File: src/rtl/md_pkg.sv
// md_pkg: bundle bit indices and FSM encoding shared by the multiply/divide HI/LO unit
package md_pkg;
  localparam int EX_MD_IS_MULT = 1;
  localparam int EX_MD_IS_UNSIGNED = 0;
  localparam int MEM_LHR_IS_MULT = 3;
  localparam int MEM_LHR_WEN = 2;
  localparam int MEM_LHR_REN = 1;
  localparam int MEM_LHR_IS_HI = 0;
  typedef enum logic [1:0] {IDLE, ITER, FIX} state_t;
endpackage

File: src/rtl/md_iter_core.sv
// md_iter_core: 64-bit shift-add multiply / restoring divide datapath on magnitudes with 5-bit step counter
module md_iter_core
  import md_pkg::*;
(
  input  logic        clk,
  input  logic        rst,
  input  logic        load,
  input  logic        step,
  input  logic        is_mult,
  input  logic [31:0] a,
  input  logic [31:0] b,
  output logic [31:0] hi,
  output logic [31:0] lo,
  output logic        done
);
  logic [31:0] b_q;
  logic [4:0]  cnt;
  logic [32:0] sum;
  logic [33:0] diff;
  assign sum = {1'b0, hi} + {1'b0, lo[0] ? b_q : 32'd0};
  assign diff = {1'b0, hi, lo[31]} - {2'b0, b_q};
  assign done = &cnt;
  always_ff @(posedge clk)
    if (rst) begin
      hi <= '0;
      lo <= '0;
      b_q <= '0;
      cnt <= '0;
    end else if (load) begin
      hi <= '0;
      lo <= a;
      b_q <= b;
      cnt <= '0;
    end else if (step) begin
      cnt <= cnt + 5'd1;
      {hi, lo} <= is_mult ? {sum, lo[31:1]} :
                  diff[33] ? {hi[30:0], lo[31], lo[30:0], 1'b0} : {diff[31:0], lo[30:0], 1'b1};
    end
endmodule

File: src/rtl/md_hilo_unit.sv
// md_hilo_unit: MIPS mult/div and HI/LO register unit with pipeline stall; define MD_FAST_MULT_EN for a single-cycle multiplier
module md_hilo_unit
  import md_pkg::*;
(
  input  logic        clk,
  input  logic        rst,
  input  logic [9:0]  id_ex_ex,
  input  logic [12:0] id_ex_mem,
  input  logic [31:0] op_a,
  input  logic [31:0] op_b,
  output logic [31:0] hilo_rdata,
  output logic        md_busy,
  output logic        md_stall
);
  state_t state;
  logic start, move, read, is_hi, ex_mult, sgn, fast, idle, done;
  logic mult_q, neg_q, neg_r, bzero;
  logic [31:0] hi, lo, mag_a, mag_b, core_hi, core_lo;
  logic [63:0] fast_prod, prod;
  logic unused_bits;
  assign unused_bits = ^{id_ex_ex[9:2], id_ex_mem[12:4]};
  assign start = id_ex_mem[MEM_LHR_WEN] & id_ex_mem[MEM_LHR_IS_MULT];
  assign move = id_ex_mem[MEM_LHR_WEN] & ~id_ex_mem[MEM_LHR_IS_MULT];
  assign read = id_ex_mem[MEM_LHR_REN];
  assign is_hi = id_ex_mem[MEM_LHR_IS_HI];
  assign ex_mult = id_ex_ex[EX_MD_IS_MULT];
  assign sgn = ~id_ex_ex[EX_MD_IS_UNSIGNED];
  assign idle = state == IDLE;
  assign md_busy = ~idle;
  assign md_stall = md_busy & (start | move | read);
  assign hilo_rdata = is_hi ? hi : lo;
  assign mag_a = (sgn & op_a[31]) ? -op_a : op_a;
  assign mag_b = (sgn & op_b[31]) ? -op_b : op_b;
  assign prod = neg_q ? -{core_hi, core_lo} : {core_hi, core_lo};
`ifdef MD_FAST_MULT_EN
  assign fast = ex_mult;
  assign fast_prod = {{32{sgn & op_a[31]}}, op_a} * {{32{sgn & op_b[31]}}, op_b};
`else
  assign fast = 1'b0;
  assign fast_prod = '0;
`endif
  md_iter_core u_core (
    .clk(clk),
    .rst(rst),
    .load(idle & start & ~fast),
    .step(state == ITER),
    .is_mult(mult_q),
    .a(mag_a),
    .b(mag_b),
    .hi(core_hi),
    .lo(core_lo),
    .done(done)
  );
  always_ff @(posedge clk)
    if (rst) begin
      state <= IDLE;
      hi <= '0;
      lo <= '0;
      mult_q <= 1'b0;
      neg_q <= 1'b0;
      neg_r <= 1'b0;
      bzero <= 1'b0;
    end else
      case (state)
        IDLE:
          if (start & fast) {hi, lo} <= fast_prod;
          else if (start) begin
            state <= ITER;
            mult_q <= ex_mult;
            neg_q <= sgn & (op_a[31] ^ op_b[31]);
            neg_r <= sgn & op_a[31];
            bzero <= ~|op_b;
          end else if (move & is_hi) hi <= op_a;
          else if (move) lo <= op_a;
        ITER: if (done) state <= FIX;
        FIX: begin
          state <= IDLE;
          hi <= mult_q ? prod[63:32] : (neg_r ? -core_hi : core_hi);
          lo <= mult_q ? prod[31:0] : bzero ? '1 : (neg_q ? -core_lo : core_lo);
        end
        default: state <= IDLE;
      endcase
endmodule
File: config.mk
export PLATFORM = sky130hd
export DESIGN_NAME = md_hilo_unit
export DESIGN_NICKNAME = d
export VERILOG_FILES = /design/src/rtl/md_pkg.sv /design/src/rtl/md_iter_core.sv /design/src/rtl/md_hilo_unit.sv
export SDC_FILE = /design/constraint.sdc
export NUM_CORES = 1
export LEC_CHECK = 0
export BUFFER_PORTS_ARGS = -buffer_cell sky130_fd_sc_hd__buf_4
export CAP_MARGIN = 20
export CORE_MARGIN = 4
export CORE_UTILIZATION = 28
export DETAILED_ROUTE_END_ITERATION = 7
export GPL_ROUTABILITY_DRIVEN = 0
export GPL_TIMING_DRIVEN = 0
export HOLD_SLACK_MARGIN = 0.02
export PLACE_DENSITY = 0.54
export SKIP_CTS_REPAIR_TIMING = 1
export SYNTH_ARGS = -nofsm -noshare
export SYNTH_HDL_FRONTEND = slang
export SYNTH_SLANG_ARGS = --single-unit
File: constraint.sdc
create_clock -name clk -period 3.55 [get_ports clk]
set_clock_uncertainty 0.1 [all_clocks]
set_input_delay 0.8875 -clock clk [delete_from_list [all_inputs] [get_ports clk]]
set_output_delay 0.8875 -clock clk [all_outputs]
set_load 0.01 [all_outputs]
==> results.ini <==
[cells_and_area]
antenna_cells = 0
final_nets = 2169
drive_above_1_share_pct = 14.70
syn_to_final_growth_pct = 19.32

[synth]
netlist.area_leader.share_pct = 24.32
syn_nets = 2040
synthCells = 1879
synth_compound_area_share_pct = 27.85
synth-edff-count = 0
ys_ff_latch = 171
synth_xor_xnor_area_share_pct = 10.64
synth_fa_ha_area_share_pct = 6.507
synthTopCellsByArea = dfxtp_1, a21oi_1, ha_1
yosysSeqAreaShare_pct = 24.32
synthFlopType = dfxtp_1
ys_async_sr_fraction_pct = 0
synth_commonest_cells = a21oi_1, nor2_1, dfxtp_1
synth_top_family_by_area = compound AO/OA/AOI/OAI gates
avgSynthCellArea_um2 = 7.491
ys_types = 74
synth.mux.area_fraction_pct = 6.827
synth_most_common_cell = a21oi_1
yosys_warnings = 0
netlist_area_um2 = 14070
yosys.area_share.simple_pct = 18.34
yosysTopAreaCell = dfxtp_1

[route]
dr.pass1.iters = 8
wl_per_cell_um = 22.09
drt_iter0_drc = 1539
post_drt_via_cell_ratio = 5.654
ant_nets = 0
drt_drc_violations_left = 0
via_count = 15180
routed_wl_um = 59310

[status]
outcome = finished clean

[placement]
dp_hpwl_um = 46190
portBuffers = 100

[worst_setup_path]
crit_type = in -> out
start_kind = input pin
worstPathArrival_ns = 2.55
endpoint_kind = output port
cp.required_ns = 2.56
crit_fanout = 10

[sta]
period_needed_ns = 3.536
fin_setup_tns_ns = 0
finalSetupViolCount = 0
hold_viol_final = 0
period_share_pct = 99.60
fmax_mhz = 282.8
worstMarginPinSlew_ns = 1.115
slew_headroom_pct = 25.66
drv_slew = 0
hold_ws_ns = 0.3544
rsz0062_at_grt = yes

[clock_network]
cts_tree = yes
clk_latency_ns = 0.48
clock-root-buffer = clkbuf_16
path_clk_slew_ns = 0.08
cts_htree_levels = 4
cts_buffers = 17
cts.sinks = 171
cts_buffer_depth = 2

[floorplan]
core_um2 = 49360
initial_utilization_pct = 28.52
fp.dieH_um = 232.2
die-area_um2 = 53920
die_x_um = 232.2
num_io_pins = 123
rows = 81

[global_routing]
grt_max_degree = 19
grt_pass1_wl_um = 87430
grt_pass1_vias = 14120
grt_util_all_layers_pct = 21.12
antenna_found_initial = 1
grt-ovfl-total = 0

[pwr]
cellPowerDensity_nw_per_um2 = 396.0
leakage_uw = 0.006397
max-vdd-ir-drop_uv = 388.9

[min_path]
holdCritPathClass = reg -> reg

[run]
drv_cap = 0

[worst max-delay path: stages]
cell	delay, ns
clkbuf_1	0.38
clkbuf_1	0.65
mux2_2	0.47
buf_4	0.16
[logic make-up (layout without fill, tap and decap cells)]
family / count (synthesis) / in the layout
AOI/OAI and AO/OA: 621 / 621
xor gates and xnor gates: 171 / 171
adders and majority gates: 72 / 72
buffers and inverters: 199 / 341
DFF: 171 / 171
muxes: 90 / 90
and+or+nand+nor: 555 / 555
[worst paths after layout]
check	cells past startpoint	start	end	slack, ns
min reg2reg	2	lo[7]$_SDFFE_PP0P_	lo[7]$_SDFFE_PP0P_	0.35
max	4	id_ex_mem[0]	hilo_rdata[30]	0.01
min	2	lo[7]$_SDFFE_PP0P_	lo[7]$_SDFFE_PP0P_	0.35
max reg2reg	14	u_core.lo[31]$_SDFFE_PP0P_	u_core.hi[18]$_SDFFE_PP0P_	0.02
[cell usage in the layout (no fill, tap or decap), types with 42 or more instances in the layout]
cell      instances
mux2_2           48
mux2i_1          42
buf_4           113
xor2_1           79
nor2_1          198
a211oi_1         56
nand2_1         161
inv_1            64
a21o_1           42
ha_1             62
o21ai_0         129
xnor2_1          89
clkbuf_1        101
dfxtp_1         159
a21oi_1         192
[layer usage]
metal  part of all wire (%)  global-route usage [%]  vias up
li1                       -                       -     7072
met1                     44                   28.64     7170
met2                     43                   32.24      781
met3                    9.0                   4.944      156
met4                    4.6                   8.649        2
met5                  0.022                       0        -
[per-stage QoR]
step / area (um2) / total power [uW] / util (%) / worst slack [ns] / std cells
after detailed placement: 15660 / 4464 / 31.73 / -0.9109 / 2644
after CTS: 16260 / 6441 / 32.95 / -0.9569 / 2676
after global placement: 15660 / 4441 / 31.72 / -0.9283 / 2643
after floorplan: 14070 / 3695 / - / 0.1419 / 1879
final: 16790 / 6649 / 34.03 / 0.01422 / 2685
after global routing: 16790 / 6928 / 34.03 / -0.06113 / 2685
[final cells by class]
type	count	area [um2]
Buffer	130	543.0
Clock buffer	17	425.4
Clock inverter	15	177.7
Fill cell	5319	32560
Inverter	65	247.7
Multi-Input combinational cell	1509	10270
Sequential cell	171	3441
Tap cell	664	830.8
Timing Repair Buffer	114	854.6
[sequential cells by signal, summed over array words and instances, names as in the netlist, 2 cells and up]
register and cells:
u_core.hi 32, u_core.lo 32, lo 32, state 2, u_core.cnt 5, hi 32, u_core.b_q 32
[report_power, final]
part	internal, uW	switching, uW	total [uW]
Clock	1010	995	2000
Combinational	955	1500	2450
Sequential	2030	161	2190
Total	4000	2650	6650
Power figures use the tool's default switching activity.
